$ cat config.mk
export PLATFORM = sky130hd
export DESIGN_NAME = word_serializer
export DESIGN_NICKNAME = d
export VERILOG_FILES = /design/src/rtl/word_serializer_pkg.sv /design/src/rtl/word_serializer_msb_index_encoder.sv /design/src/rtl/word_serializer.sv
export SDC_FILE = /design/constraint.sdc
export NUM_CORES = 1
export LEC_CHECK = 0
export CAP_MARGIN = 10
export CELL_PAD_IN_SITES_DETAIL_PLACEMENT = 0
export CELL_PAD_IN_SITES_GLOBAL_PLACEMENT = 2
export CORE_MARGIN = 2
export CORE_UTILIZATION = 31
export CTS_BUF_LIST = sky130_fd_sc_hd__clkbuf_16
export DETAILED_ROUTE_END_ITERATION = 10
export HOLD_SLACK_MARGIN = 0.1
export PLACE_DENSITY = 0.87
export SYNTH_ARGS = -nofsm -noshare
export SYNTH_HDL_FRONTEND = slang
export SYNTH_SLANG_ARGS = --single-unit
export TNS_END_PERCENT = 1
$ cat constraint.sdc
create_clock -name clk -period 3.5 [get_ports clk]
set_clock_uncertainty 0.15 [all_clocks]
set_input_delay 0.35 -clock clk [delete_from_list [all_inputs] [get_ports clk]]
set_output_delay 0.35 -clock clk [all_outputs]
set_load 0.03 [all_outputs]
$ cat src/rtl/word_serializer_pkg.sv
// Shared types and sizing helpers for the word serializer.
// The default geometry matches the upstream rotator (32-bit bus of 4-bit words).
package word_serializer_pkg;

    typedef enum logic {
        IDLE  = 1'b0,
        SHIFT = 1'b1
    } state_e;

    localparam int unsigned BUS_SIZE_DEF  = 32;
    localparam int unsigned WORD_SIZE_DEF = 4;
    localparam int unsigned ERR_CNT_W_DEF = 8;
    localparam int unsigned WORD_NUM_DEF  = BUS_SIZE_DEF / WORD_SIZE_DEF;

    // Index width for n words; a single-word bus still needs one index bit.
    function automatic int unsigned idx_width(input int unsigned n);
        return (n > 1) ? $clog2(n) : 1;
    endfunction

    localparam int unsigned IDX_W_DEF = idx_width(WORD_NUM_DEF);

endpackage

$ cat src/rtl/word_serializer_msb_index_encoder.sv
// Highest-set-bit encoder for the remaining word mask, plus an
// "exactly one bit left" flag that marks the final word of a burst.
module msb_index_encoder
    import word_serializer_pkg::*;
#(
    parameter int unsigned WORD_NUM = WORD_NUM_DEF,
    parameter int unsigned IDX_W    = IDX_W_DEF
) (
    input  logic [WORD_NUM-1:0] mask_i,
    output logic [IDX_W-1:0]    idx_o,
    output logic                one_hot_left_o
);

    // Ascending scan so the highest set bit wins.
    always_comb begin
        idx_o = '0;
        for (int i = 0; i < int'(WORD_NUM); i++) begin
            if (mask_i[i]) begin
                idx_o = IDX_W'(i);
            end
        end
    end

    assign one_hot_left_o = (mask_i != '0) &&
                            ((mask_i & (mask_i - WORD_NUM'(1))) == '0);

endmodule

$ cat src/rtl/word_serializer.sv
// Serializes the enabled words of a rotator bus, highest index first, and
// counts error buses. Accepts a new bus on the edge of the previous last word.
module word_serializer
    import word_serializer_pkg::*;
#(
    parameter int unsigned BUS_SIZE  = BUS_SIZE_DEF,
    parameter int unsigned WORD_SIZE = WORD_SIZE_DEF,
    parameter int unsigned ERR_CNT_W = ERR_CNT_W_DEF
) (
    input  logic                             clk,
    input  logic                             reset,
    input  logic [BUS_SIZE-1:0]              data_in,
    input  logic [BUS_SIZE/WORD_SIZE-1:0]    control_in,
    input  logic                             error_in,
    input  logic                             in_valid,
    output logic                             in_ready,
    output logic [WORD_SIZE-1:0]             word_out,
    output logic                             word_valid,
    input  logic                             word_ready,
    output logic                             word_last,
    output logic                             err_pulse,
    output logic [ERR_CNT_W-1:0]             err_count
);

    localparam int unsigned WORD_NUM = BUS_SIZE / WORD_SIZE;
    localparam int unsigned IDX_W    = idx_width(WORD_NUM);

    state_e                 state_q, state_d;
    logic [WORD_NUM-1:0]    mask_q, mask_d;
    logic [BUS_SIZE-1:0]    data_q, data_d;
    logic                   err_pulse_q, err_pulse_d;
    logic [ERR_CNT_W-1:0]   err_count_q, err_count_d;

    logic [IDX_W-1:0]       hi_idx;
    logic                   one_left;
    logic [WORD_SIZE-1:0]   words [WORD_NUM];
    logic                   accept;
    logic                   word_hs;
    logic                   last_hs;

    msb_index_encoder #(
        .WORD_NUM (WORD_NUM),
        .IDX_W    (IDX_W)
    ) u_msb_index_encoder (
        .mask_i         (mask_q),
        .idx_o          (hi_idx),
        .one_hot_left_o (one_left)
    );

    for (genvar g = 0; g < WORD_NUM; g++) begin : g_words
        assign words[g] = data_q[g*WORD_SIZE +: WORD_SIZE];
    end

    // Outputs read zero for the whole reset cycle, so an aborted burst never shows a last word.
    assign word_valid = !reset && (state_q == SHIFT);
    assign word_last  = word_valid && one_left;
    assign word_out   = word_valid ? words[hi_idx] : '0;
    assign err_pulse  = !reset && err_pulse_q;
    assign err_count  = reset ? '0 : err_count_q;

    assign word_hs  = word_valid && word_ready;
    assign last_hs  = word_hs && one_left;
    assign in_ready = !reset && ((state_q == IDLE) || last_hs);
    assign accept   = in_valid && in_ready;

    // Next state: retire the current word first, then let a new bus override.
    always_comb begin
        state_d     = state_q;
        mask_d      = mask_q;
        data_d      = data_q;
        err_pulse_d = 1'b0;
        err_count_d = err_count_q;

        if (word_hs) begin
            mask_d = mask_q & ~(WORD_NUM'(1) << hi_idx);
            if (one_left) begin
                state_d = IDLE;
            end
        end

        if (accept) begin
            if (error_in) begin
                err_pulse_d = 1'b1;
                state_d     = IDLE;
                if (err_count_q != {ERR_CNT_W{1'b1}}) begin
                    err_count_d = err_count_q + ERR_CNT_W'(1);
                end
            end else if (control_in != '0) begin
                data_d  = data_in;
                mask_d  = control_in;
                state_d = SHIFT;
            end
        end
    end

    always_ff @(posedge clk) begin
        if (reset) begin
            state_q     <= IDLE;
            mask_q      <= '0;
            data_q      <= '0;
            err_pulse_q <= 1'b0;
            err_count_q <= '0;
        end else begin
            state_q     <= state_d;
            mask_q      <= mask_d;
            data_q      <= data_d;
            err_pulse_q <= err_pulse_d;
            err_count_q <= err_count_d;
        end
    end

endmodule

==> flow_metrics.tcl <==
set metrics [dict create \
    fin_tns_setup_ps 0 \
    critPathArrivalTime_ps 2730 \
    clkPwrFrac 0.393 \
    antenna_left 0 \
    worst_setup_path_start_kind "register" \
    yosysUniqueCellTypes 45 \
    fin_ws_ps 269 \
    grt_overflow 0 \
    ys_seq_area_frac 0.402 \
    worstMarginPinSlew_ps 779 \
    drt_iter0_drc 107 \
    clk_pin_slew_worst_paths_ps 70 \
    yosys-top-cells-count "dfxtp_1, nor2_1, mux2i_1, inv_1, o21ai_0" \
    ys_async_sr_fraction 0 \
    final_cell_count_no_fill 440 \
    dr_total_vias 2251 \
    clockBufferDepth 2 \
    cts_resized 0 \
    holdPathEnd "data_q[6]$_SDFFE_PP0P_" \
    synth_fp_nets 328 \
    die_area_mm2 0.00877 \
    core_area_mm2 0.00777 \
    grt_max_degree 48 \
    die_y_um 93.7 \
    antenna_cells 0 \
    worstPathRequired_ps 3000 \
    crit_chain "nor4_4 -> or4_4 -> a21oi_1 -> o21ai_0 -> o21a_1 -> nor2_1 -> clkdlybuf4s50_1" \
    fin_crit_ps 3230 \
    p_per_area_mw_per_mm2 418 \
    clkLatencyLatePin_ps 290 \
    p_switching_mw 0.362 \
    report.final.hold_viol_count 0 \
    die_w_um 93.7 \
    hp-start "data_q[6]$_SDFFE_PP0P_" \
    gp_congestion 0.817 \
    ir_drop_v 0.000175 \
    ys_warn_count 0 \
    initial_core_util 0.321 \
    grt_pass1_vias 2220 \
    fin_crit_sh 0.923 \
    r2r_slack_ps 850 \
    synth_edf_count 0 \
    setup_violations 0 \
    fin_area_mm2 0.00335 \
    cp_max_fo 8 \
    track_usage 0.151 \
    ios 61 \
    p_leak_nw 1.42 \
    first_pass_iters 4 \
    avgSynthCellArea_um2 8.84 \
    pwr-share-seq 0.438 \
    htreeDepth 2 \
    antenna_found_initial 0 \
    hold_buffers 0 \
    portBuffers 60 \
    whs_path_depth 2 \
    synthTopCellsByArea "dfxtp_1, mux2i_1, nor2_1" \
    p_comb_frac 0.168 \
    cts_root_buf "clkbuf_16" \
    fmax_ghz 0.309 \
    status "finished clean" \
    rows 32 \
    cts_buffers 5 \
    synth_seq_cells 50 \
    cts.sinks 50 \
    slew_headroom 0.475 \
    cts_tree "built" \
    r2r_start "mask_q[2]$_SDFF_PP0_" \
    synthMostInstantiatedCell "dfxtp_1" \
    yosysTopAreaCell "dfxtp_1" \
    p_int_mw 1.04 \
    critPathTopFamily "buffers and inverters" \
    yosys.area.top_type_share 0.402 \
    p_sw_frac 0.258 \
    fin_total_pwr_mw 1.40 \
    place_hpwl_um 4630 \
    cts_setup_buffers 0 \
    synthToLayoutAreaGrowth_pct 34.4 \
    dp.cells 433 \
    final_layout_size_suffix_gt1_frac 0.0740 \
    crit_start "mask_q[3]$_SDFF_PP0_" \
    synthFlopType "dfxtp_1" \
    cp-end-kind "primary output" \
    r2r_end "err_count_q[4]$_SDFFE_PP0P_" \
    critPathBufInv 1 \
    routed_wl_um 6390 \
    wl_per_cell_um 14.5 \
    maxSlewViolCount 0 \
    slowest_stage "clkdlybuf4s50_1" \
    place_ws_ps 377 \
    grt_pass1_wl_um 10500 \
    reg2reg_depth 6 \
    drc 0 \
    synthCells 282 \
    slowest_delay_ps 690 \
    maxCapViolCount 0 \
    post_dp_cell_area_mm2 0.00319 \
    syn_area_mm2 0.00249 \
    viasPerCell 5.12 \
    hold_class "reg2reg" \
    rsz0062_at_grt "no" \
    num-nets-final 384 \
    critPathKind "reg2out" \
]
## cell families (layout without fill, tap and decap cells)
logic type               count (synthesis)  count (layout)  synth area share
adder cells (fa/ha/maj)                  2               2           0.00904
flip-flops                              50              50             0.402
XOR/XNOR                                 1               1           0.00351
buffers and inverters                   31              87            0.0492
AND/OR/NAND/NOR                         96              96             0.194
AO/OA/AOI/OAI                           63              63             0.183
multiplexers                            39              39             0.159
## worst max-delay path by stage
stage | end | slack [ps] | depth (start not counted)
after CTS | in_ready | 270 | 7
after floorplan | word_out[0] | 930 | 8
after detailed placement | err_count_q[4]$_SDFFE_PP0P_ | 380 | 7
after global placement | err_count_q[4]$_SDFFE_PP0P_ | 420 | 7
final | in_ready | 270 | 7
after global routing | in_ready | 100 | 7
## registers in the layout, summed over array words and instances (netlist names)
signal and flops:
data_q 32, err_count_q 8, mask_q 8, err_pulse_q 1
state_q 1
## worst reg2reg max path: cells and delay by family, from the launching register on
| kind | cells | cell delay [ps] |
|---|---|---|
| flip-flops | 1 | 400 |
| multiplexers | 1 | 310 |
| AO/OA/AOI/OAI | 2 | 760 |
| AND/OR/NAND/NOR | 3 | 920 |
## layout make-up
type,instances,area (µm²)
inverters,17,63.8
repair buffers,63,613
clock buffers,5,125
clock inverters,2,38.8
well taps,102,128
multi-input cells,201,1380
flip-flops and latches,50,1000
fillers,772,4420
## power groups by stage
| stage | logic [mW] | registers (mW) | clock network [mW] |
|---|---|---|---|
| 5_1_grt | 0.259 | 0.618 | 0.582 |
| 4_1_cts | 0.238 | 0.614 | 0.563 |
| 2_1_floorplan | 0.146 | 0.615 | 0 |
| 6_report | 0.236 | 0.614 | 0.551 |
| 3_5_place_dp | 0.235 | 0.626 | 0 |
| 3_3_place_gp | 0.236 | 0.627 | 0 |
## through the flow
stage | hold slack, ps | utilization
4_1_cts | 350 | 0.431
6_report | 343 | 0.431
2_1_floorplan | 307 | -
3_3_place_gp | 326 | 0.410
5_1_grt | 375 | 0.431
3_5_place_dp | 334 | 0.410
## placed cells by master, fill, tap and decap left out, types with 2 or more instances in the layout
cell / instances
nand4_1: 3
o2bb2ai_1: 8
mux2i_1: 34
clkdlybuf4s50_1: 56
buf_4: 7
o21a_1: 8
nor2_1: 48
o31ai_1: 2
o21ai_0: 16
o221ai_1: 9
or4_1: 2
nor4_1: 3
nor2b_1: 6
a21o_1: 4
a31oi_1: 2
or3_1: 2
nor3_1: 5
mux2_2: 4
clkbuf_16: 5
and3_1: 3
nand3_1: 6
nand2_1: 6
inv_1: 17
dfxtp_1: 50
nand2b_1: 3
a21oi_1: 6
## metal layers
metal	wire, µm	global-route usage	up-vias
met5	0	0	-
met1	3030	0.204	1051
met4	53	0.0423	0
li1	-	-	1123
met2	2940	0.242	73
met3	373	0.0321	4
(Power assumes the default switching activity.)
